==> config.mk <==
export PLATFORM = sky130hd
export DESIGN_NAME = i2c_cmd_arbiter
export DESIGN_NICKNAME = d
export VERILOG_FILES = /design/src/rtl/i2c_pkg.sv /design/src/rtl/i2c_rr_pick.sv /design/src/rtl/i2c_cmd_arbiter.sv
export SDC_FILE = /design/constraint.sdc
export NUM_CORES = 1
export LEC_CHECK = 0
export CORE_MARGIN = 2
export CORE_UTILIZATION = 33
export CTS_CLUSTER_DIAMETER = 100
export DETAILED_ROUTE_END_ITERATION = 7
export SLEW_MARGIN = 25
export SYNTH_ARGS = -nofsm -noshare
export SYNTH_HDL_FRONTEND = slang
export SYNTH_HIERARCHICAL = 1
export SYNTH_SLANG_ARGS = --single-unit
==> constraint.sdc <==
create_clock -name i2c_clk -period 3.4 [get_ports i2c_clk]
set_clock_uncertainty 0.15 [all_clocks]
set_input_delay 0.68 -clock i2c_clk [delete_from_list [all_inputs] [get_ports i2c_clk]]
set_output_delay 0.68 -clock i2c_clk [all_outputs]
set_load 0.005 [all_outputs]
==> src/rtl/i2c_pkg.sv <==
// Shared I2C definitions: bus field widths and the i2c_cmd_arbiter FSM encodings.
package i2c_pkg;

  localparam int unsigned I2C_ADDR_W = 7;
  localparam int unsigned I2C_DATA_W = 8;

  localparam logic [2:0] ST_IDLE  = 3'd0;
  localparam logic [2:0] ST_ARB   = 3'd1;
  localparam logic [2:0] ST_START = 3'd2;
  localparam logic [2:0] ST_WAIT  = 3'd3;
  localparam logic [2:0] ST_RETRY = 3'd4;
  localparam logic [2:0] ST_RESP  = 3'd5;

endpackage

==> src/rtl/i2c_rr_pick.sv <==
// Combinational rotate-priority picker: first valid requester after i_last, wrapping.
module i2c_rr_pick #(
  parameter int unsigned NREQ = 4
) (
  input  logic [NREQ-1:0]         i_req_valid,
  input  logic [$clog2(NREQ)-1:0] i_last,
  output logic [NREQ-1:0]         o_grant,
  output logic [$clog2(NREQ)-1:0] o_grant_id,
  output logic                    o_valid
);

  localparam int unsigned IDXW = $clog2(NREQ);

  always_comb begin
    int unsigned idx;
    idx        = 0;
    o_grant    = '0;
    o_grant_id = '0;
    o_valid    = 1'b0;
    for (int unsigned k = 1; k <= NREQ; k++) begin
      idx = (32'(i_last) + k) % NREQ;
      if (!o_valid && i_req_valid[idx]) begin
        o_valid      = 1'b1;
        o_grant[idx] = 1'b1;
        o_grant_id   = IDXW'(idx);
      end
    end
  end

endmodule

==> src/rtl/i2c_cmd_arbiter.sv <==
// Round-robin arbiter and sequencer sharing one I2C master among NREQ requesters.
// Define I2C_ARB_RETRY_EN to reissue NACKed transactions up to MAX_RETRY times.
module i2c_cmd_arbiter
  import i2c_pkg::*;
#(
  parameter int unsigned NREQ        = 4,
  parameter int unsigned TIMEOUT_CYC = 1024,
  parameter int unsigned MAX_RETRY   = 2
) (
  input  logic                         i2c_clk,
  input  logic                         reset,
  input  logic [NREQ-1:0]              req_valid,
  input  logic [I2C_ADDR_W*NREQ-1:0]   req_addr,
  input  logic [I2C_DATA_W*NREQ-1:0]   req_data,
  output logic [NREQ-1:0]              req_ready,
  output logic [NREQ-1:0]              rsp_done,
  output logic                         rsp_err,
  output logic                         m_start,
  output logic [I2C_ADDR_W-1:0]        m_addr,
  output logic [I2C_DATA_W-1:0]        m_data,
  input  logic                         m_busy,
  input  logic                         m_done,
  input  logic                         m_nack,
  output logic [$clog2(NREQ)-1:0]      grant_id,
  output logic [2:0]                   state_out
);

  localparam int unsigned IDXW = $clog2(NREQ);
  localparam int unsigned TW   = (TIMEOUT_CYC > 1) ? $clog2(TIMEOUT_CYC) : 1;
  localparam logic [TW-1:0] TMO_LAST = TW'(TIMEOUT_CYC - 1);

  logic [2:0]            r_state, w_state_nxt;
  logic [NREQ-1:0]       r_ready, w_ready_nxt;
  logic [NREQ-1:0]       r_done, w_done_nxt;
  logic                  r_err, w_err_nxt;
  logic                  r_start, w_start_nxt;
  logic [I2C_ADDR_W-1:0] r_addr, w_addr_nxt;
  logic [I2C_DATA_W-1:0] r_data, w_data_nxt;
  logic [IDXW-1:0]       r_grant, w_grant_nxt;
  logic [IDXW-1:0]       r_last, w_last_nxt;
  logic [TW-1:0]         r_tmo, w_tmo_nxt;

  logic [NREQ-1:0]       w_pick_oh;
  logic [IDXW-1:0]       w_pick_id;
  logic                  w_pick_valid;

`ifdef I2C_ARB_RETRY_EN
  localparam int unsigned RW = (MAX_RETRY > 0) ? $clog2(MAX_RETRY + 1) : 1;
  logic [RW-1:0] r_retry, w_retry_nxt;
`else
  logic w_unused_retry;
  assign w_unused_retry = (MAX_RETRY != 0);
`endif

  i2c_rr_pick #(
    .NREQ (NREQ)
  ) u_pick (
    .i_req_valid (req_valid),
    .i_last      (r_last),
    .o_grant     (w_pick_oh),
    .o_grant_id  (w_pick_id),
    .o_valid     (w_pick_valid)
  );

  always_comb begin
    w_state_nxt = r_state;
    w_ready_nxt = '0;
    w_done_nxt  = '0;
    w_err_nxt   = 1'b0;
    w_start_nxt = 1'b0;
    w_addr_nxt  = r_addr;
    w_data_nxt  = r_data;
    w_grant_nxt = r_grant;
    w_last_nxt  = r_last;
    w_tmo_nxt   = r_tmo;
`ifdef I2C_ARB_RETRY_EN
    w_retry_nxt = r_retry;
`endif
    case (r_state)
      ST_IDLE: begin
        if (|req_valid) w_state_nxt = ST_ARB;
      end
      ST_ARB: begin
        if (w_pick_valid) begin
          w_addr_nxt  = req_addr[w_pick_id*I2C_ADDR_W +: I2C_ADDR_W];
          w_data_nxt  = req_data[w_pick_id*I2C_DATA_W +: I2C_DATA_W];
          w_grant_nxt = w_pick_id;
          w_ready_nxt = w_pick_oh;
`ifdef I2C_ARB_RETRY_EN
          w_retry_nxt = '0;
`endif
          w_state_nxt = ST_START;
        end else begin
          w_state_nxt = ST_IDLE;
        end
      end
      ST_START: begin
        if (!m_busy) begin
          w_start_nxt = 1'b1;
          w_tmo_nxt   = '0;
          w_state_nxt = ST_WAIT;
        end
      end
      ST_WAIT: begin
        // m_done outranks a timeout landing on the same cycle.
        if (m_done) begin
          w_state_nxt = ST_RESP;
          w_done_nxt  = {{(NREQ-1){1'b0}}, 1'b1} << r_grant;
          w_err_nxt   = m_nack;
`ifdef I2C_ARB_RETRY_EN
          if (m_nack && (r_retry < RW'(MAX_RETRY))) begin
            w_state_nxt = ST_RETRY;
            w_done_nxt  = '0;
            w_err_nxt   = 1'b0;
          end
`endif
        end else if (r_tmo == TMO_LAST) begin
          w_state_nxt = ST_RESP;
          w_done_nxt  = {{(NREQ-1){1'b0}}, 1'b1} << r_grant;
          w_err_nxt   = 1'b1;
        end else begin
          w_tmo_nxt = r_tmo + TW'(1);
        end
      end
`ifdef I2C_ARB_RETRY_EN
      ST_RETRY: begin
        w_retry_nxt = r_retry + RW'(1);
        w_state_nxt = ST_START;
      end
`endif
      ST_RESP: begin
        w_last_nxt  = r_grant;
        w_state_nxt = ST_IDLE;
      end
      default: w_state_nxt = ST_IDLE;
    endcase
  end

  always_ff @(posedge i2c_clk or posedge reset) begin
    if (reset) begin
      r_state <= ST_IDLE;
      r_ready <= '0;
      r_done  <= '0;
      r_err   <= 1'b0;
      r_start <= 1'b0;
      r_addr  <= '0;
      r_data  <= '0;
      r_grant <= '0;
      r_last  <= IDXW'(NREQ - 1);
      r_tmo   <= '0;
`ifdef I2C_ARB_RETRY_EN
      r_retry <= '0;
`endif
    end else begin
      r_state <= w_state_nxt;
      r_ready <= w_ready_nxt;
      r_done  <= w_done_nxt;
      r_err   <= w_err_nxt;
      r_start <= w_start_nxt;
      r_addr  <= w_addr_nxt;
      r_data  <= w_data_nxt;
      r_grant <= w_grant_nxt;
      r_last  <= w_last_nxt;
      r_tmo   <= w_tmo_nxt;
`ifdef I2C_ARB_RETRY_EN
      r_retry <= w_retry_nxt;
`endif
    end
  end

  assign req_ready = r_ready;
  assign rsp_done  = r_done;
  assign rsp_err   = r_err;
  assign m_start   = r_start;
  assign m_addr    = r_addr;
  assign m_data    = r_data;
  assign grant_id  = r_grant;
  assign state_out = r_state;

endmodule

==> out/metrics.sh <==
SYNTH-EDFF-COUNT=0
POWER.STATIC_LEAKAGE_nW=1.62
CRITPATHKIND='in -> reg'
CTS-ROOT-BUF='clkbuf_8'
REGISTER_AREA_SHARE_AFTER_SYNTHESIS_PCT=39.4
SYNTH_CELL_TYPES=54
FINAL-SETUP-VIOL-COUNT=0
GRT_OVERFLOW_TOTAL=0
WORST-ENDPOINT-REQUIRED_NS=3.43
DRIVE_ABOVE_1_SHARE_PCT=20.2
ANTENNA_CELLS_INSERTED=0
POST-SYNTH-TOP-AREA-FRACTION_PCT=37.4
SYN-NUM-NETS=298
SYNTHARSTFLOPSHARE_PCT=100
FINALWEIGHTEDCONGESTION=0.801
SETUP_TOTAL_NEGATIVE_SLACK_NS=0
CRITICAL_PATH.STARTPOINT_TYPE='input port'
WORST-PATH-MAX-FANOUT=16
POWER.IR.VDD_WORST_uV=267
CTS.PATH.MAX_BUFFERS=2
CRITICAL_PATH.CELL_CHAIN='clkdlybuf4s50_1, mux4_2, a21oi_2, nor3_1, nor2_2, o31a_1, buf_12, mux4_2, mux2_1'
SYNTH_WARNINGS=6
FINALCRITICALPERIOD_NS=3.14
TIMING_HOLD_VIOLATIONS_FINAL=0
SYNTHESIZED_AREA_SQ_UM=2670
DIE_WIDTH_UM=94.0
CP_COMMON_CELL='mux4_2'
PLACEDCELLCOUNT=426
DRCVIOLATIONCOUNT=0
ROUTED_WL_MM=6.46
WORST_SKEW_PAIR.LATE_LATENCY_NS=0.29
SYNTH_TOP_CELL_BY_AREA='dfrtp_1'
DIEHEIGHT_UM=94.0
CRITPATHSLOWESTCELL='mux4_2'
LENGTH_OF_THE_FIRST_DETAILED_ROUTING_PASS_IN_ITERATIONS=4
NUMBER_OF_SETUP_BUFFERS_ADDED_AFTER_CTS=0
FINAL_CELL_COUNT_NO_FILL=434
INITIALDRTVIOLATIONCOUNT=58
NETS=409
RSZ0062_AT_GRT='no'
GLOBAL_ROUTE.USAGE.TOTAL_PCT=15.2
CTS_HOLD_REPAIR.BUFFERS=0
PORTBUFFERS=98
ROUTED-VIA-COUNT=2227
GRT_PASS1_WL_MM=10.6
ANTENNA_FOUND_INITIAL=0
DETAILEDPLACEMENTHPWL_MM=4.97
YS_FF_LATCH=42
CRITPATHARRIVALTIME_NS=3.17
CLKSLEWWORSTSETUPHOLDPATHS_NS=0.08
FMAXACHIEVABLE_MHz=318
STD_CELL_ROWS=32
TRITONCTS_CLOCK_TREE='yes'
VIA_COUNT_OF_THE_FIRST_GLOBAL_ROUTING_PASS=2235
PERIOD_SHARE_PCT=92.5
DRV.MAX_CAP_VIOLATION_COUNT=0
SYNTH.AVG_CELL_AREA_SQ_UM=12.2
GRT_START_MAX_NET_PINS=22
SYN2LAYOUT_AREA_GROWTH_PCT=48.0
DESIGN.CORE.AREA_SQ_UM=7810
CRITICAL_PATH.ENDPOINT_TYPE='register'
SYNTH.TOP_CELLS.BY_AREA='dfrtp_1, mux4_2, mux2_2'
HOLD_CLASS='reg -> reg'
SYN_INST=220
INITIAL_UTILIZATION_PCT=34.2
SYNTH-MAIN-FF-CELL='dfrtp_1'
WL_PER_CELL_UM=14.9
CTS_HTREE_LEVELS=2
STATUS='complete, no violations'
IO-PIN-COUNT=99
PLACEDINSTANCEAREA_SQ_UM=3850
TRANSITION_TIME_OF_THE_TIGHTEST_SLEW_CHECK_PIN_NS=0.432
FIN_AREA_SQ_UM=3960
CPPEAKSTAGEDELAY_NS=0.53
TRITONCTS_NUM_SINKS=42
CTS_BUFFERS=5
DIE_AREA_SQ_UM=8840
POSTCTSRESIZEDCELLS=0
MAXSLEWHEADROOM_PCT=71.0
VIASPERCELL=5.13
ANTENNA_LEFT=0
P_PER_AREA_nW_PER_UM2=781
SLEW_VIOLATIONS=0
-- flip-flops by register name, summed over array words and instances, names as in the netlist --
name,flops
grant_id,2
m_addr,7
state_out,3
r_last,2
r_tmo,10
rsp_err,1
m_data,8
m_start,1
rsp_done,4
req_ready,4
-- area by class of cell --
cell class,count,area [sq um]
clock buffers,7,76.3
clock inverters,1,30.0
fillers,683,3850
inverters,9,33.8
multi-input cells,159,1510
flip-flops and latches,42,1050
well taps,102,128
repair buffers,114,1130
-- metal layers --
| metal | global-route usage [%] | wire length, um | share of wire (%) | vias up |
|---|---|---|---|---|
| met5 | 0 | 0 | 0 | - |
| met1 | 20.3 | 3000 | 46 | 1076 |
| met4 | 2.54 | 46 | 0.71 | 0 |
| li1 | - | - | - | 1066 |
| met2 | 24.8 | 2980 | 46 | 79 |
| met3 | 4.41 | 434 | 6.7 | 6 |
-- synthesized netlist by cell type (5+ instances only) --
library cell / count
a221o_1: 6
mux2_1: 7
a21oi_1: 6
nor3_1: 6
and2_1: 5
inv_1: 7
o21ai_1: 6
nand2_1: 19
mux4_2: 16
mux2_2: 13
dfrtp_1: 40
nor2_1: 6
ha_1: 9
-- through the flow --
| stage | hold WS, ns | power [mW] | utilization (%) | setup WS [ns] |
|---|---|---|---|---|
| after floorplan | 0.318 | 2.05 | - | 0.217 |
| after global placement | 0.320 | 2.71 | 49.3 | -0.00824 |
| after detailed placement | 0.328 | 2.73 | 49.3 | -0.0598 |
| after CTS | 0.350 | 3.13 | 50.7 | 0.257 |
| after global routing | 0.382 | 3.33 | 50.7 | 0.109 |
| final | 0.347 | 3.09 | 50.7 | 0.255 |
-- power breakdown --
group / switching, mW / leakage (nW) / internal (mW)
Combinational: 0.742 / 1.04 / 1.08
Sequential: 0.193 / 0.529 / 0.692
Clock: 0.165 / 0.0524 / 0.220
Total: 1.10 / 1.62 / 1.99
-- cells by family after synthesis --
family,count (synthesis),synth area share (%)
adder cells (fa/ha/maj),9,4.21
multiplexers,40,23.9
AO/OA/AOI/OAI,43,13.3
AND/OR/NAND/NOR,67,15.1
flip-flops,42,39.4
buffers and inverters,19,4.16
-- path summary, 6_finish.rpt --
check	startpoint	endpoint	slack, ns	depth (start not counted)
min in group asynchronous	reset	m_data[1]$_DFFE_PP0N_	0.48	2
worst max-delay path	req_valid[3]	m_addr[6]$_DFFE_PP0N_	0.26	9
worst min-delay path	m_data[6]$_DFFE_PP0N_	m_data[6]$_DFFE_PP0N_	0.35	1
worst max register to register	r_last[1]$_DFFE_PP1N_	m_addr[6]$_DFFE_PP0N_	0.29	8
max in group asynchronous	reset	r_last[1]$_DFFE_PP1N_	2.02	3
worst min register to register	m_data[6]$_DFFE_PP0N_	m_data[6]$_DFFE_PP0N_	0.35	1
-- cells in the final DEF (no fill, tap or decap), types with 7 or more instances in the layout --
cell and instances:
clkdlybuf4s50_1 98, dfrtp_1 40, nand2_1 19, mux4_2 16, buf_4 14, mux2_2 13
ha_1 9, mux2_1 7
-- worst max-delay path, delay by kind of cell --
kind | cells | cell delay [ns]
AO/OA/AOI/OAI | 2 | 0.34
buffers and inverters | 2 | 0.67
multiplexers | 3 | 1.34
AND/OR/NAND/NOR | 2 | 0.14
(Power assumes the default switching activity.)
==> edit (same flow settings) <==
The output `rsp_err` loses its register stage (`r_err` becomes a continuous assignment).
--- a/src/rtl/i2c_cmd_arbiter.sv
+++ b/src/rtl/i2c_cmd_arbiter.sv
@@ -142,5 +142,4 @@
       r_ready <= '0;
       r_done  <= '0;
-      r_err   <= 1'b0;
       r_start <= 1'b0;
       r_addr  <= '0;
@@ -156,5 +155,4 @@
       r_ready <= w_ready_nxt;
       r_done  <= w_done_nxt;
-      r_err   <= w_err_nxt;
       r_start <= w_start_nxt;
       r_addr  <= w_addr_nxt;
@@ -169,4 +167,6 @@
   end
 
+  assign r_err = w_err_nxt;
+
   assign req_ready = r_ready;
   assign rsp_done  = r_done;
Function: changed (a bounded check fails within 4 cycles, from zero or initial values and one cycle with reset high).
==> edit against the original RTL <==
  * Setup slack worse by 0.039 ns
  * Critical path type is now register to primary output
  * Sequential power is 3.3% lower
  * Core utilization down 0.50 points
  * Cell area fell by 1.5%
  * Power shrank 2.9%
  * Highest routed layer unchanged
  * Routed wire length shrank 0.28%
  * Non-clock buffer count shrank 1
  * Sequential share of layout area fell by 0.24 points
  * Sequential cell count down 1
  * Area after synthesis decreased by 0.94%
==> edit: results <==
group,metric,value,unit
clocking,path_clk_slew,0.07,ns
layout,drive_gt1_frac,0.197,
layout,fin_util,0.502,
run_status,status,"completed",
global_routing,use_met2,0.246,
timing,tightest_slew,0.518,ns
worst_setup_path,r2r_slack,0.46,ns
route,met1_length,2.84,mm
timing,max_freq,0.314,GHz
worst_setup_path,cp_max_fo,6,
clocking,root_buffer,"clkbuf_8",
worst_setup_path,endpoint,"rsp_err",
worst_setup_path,worstPathArrival,2.35,ns
route,wl_met3,473,um
route,post_drt_wl_per_cell,14.9,um
route,dr_wl_met2,3.10,mm
placed_design,hpwl,4.84,mm
route,drt_first_pass_iters,4,
layout,finalNetCount,407,
synth,post_synth_most_frequent_cells,"dfrtp_1 (39), nand2_1 (19), mux4_2 (16)",
route,drt_first_iter_violations,70,
synth,synth_seq_area_share,0.388,
global_routing,grt_max_degree,42,
min_path,min_from,"m_addr[5]",
power_and_ir_drop,vdd_drop_max,349,uV
placed_design,gp_congestion,0.812,
placed_design,place_ws,-0.0316,ns
global_routing,grt_use_met3,0.0427,
power_and_ir_drop,p_leak,1.59,nW
route,vias,2258,
worst_setup_path,rr_startpoint,"r_last[0]",
global_routing,grt_usage,0.150,
worst_setup_path,max_stage_delay,0.46,ns
worst_setup_path,cp_slowest_cell,"clkdlybuf4s50_1",
global_routing,grt_pass1_vias,2150,
min_path,min_path_type,"register to register",
worst_setup_path,crit_family,"simple AND/OR/NAND/NOR gates",
global_routing,grtUsageMet1,0.201,
min_path,min_to,"m_addr[5]",
layout,nFillCells,710,
==> edit: cell count changes after synthesis, sizes merged <==
| cell | delta |
|---|---|
| dfrtp | -1 |
==> edit: cell type report <==
cell class	instances	area share
multi-input combinational	159	0.387
sequential	41	0.264
tap	102	0.0327
clock buffer	8	0.0205
timing repair buffer	113	0.287
inverter	9	0.00867
==> edit: cells by family after synthesis <==
logic type / synth area share
buffers and inverters: 0.0420
AND/OR/NAND/NOR: 0.152
flip-flops: 0.388
adder cells (fa/ha/maj): 0.0425
multiplexers: 0.241
AO/OA/AOI/OAI: 0.134
==> edit: power breakdown <==
group          internal, mW  switching [mW]
registers             0.677           0.180
logic                  1.08           0.756
clock network         0.146           0.157
total                  1.91            1.09
==> edit: through the flow <==
stage	cells	instance area [um2]	hold WS (ns)
2_1_floorplan	219	2650	0.318
3_3_place_gp	424	3820	0.320
3_5_place_dp	424	3820	0.324
4_1_cts	432	3900	0.350
5_1_grt	432	3900	0.381
6_report	432	3900	0.348
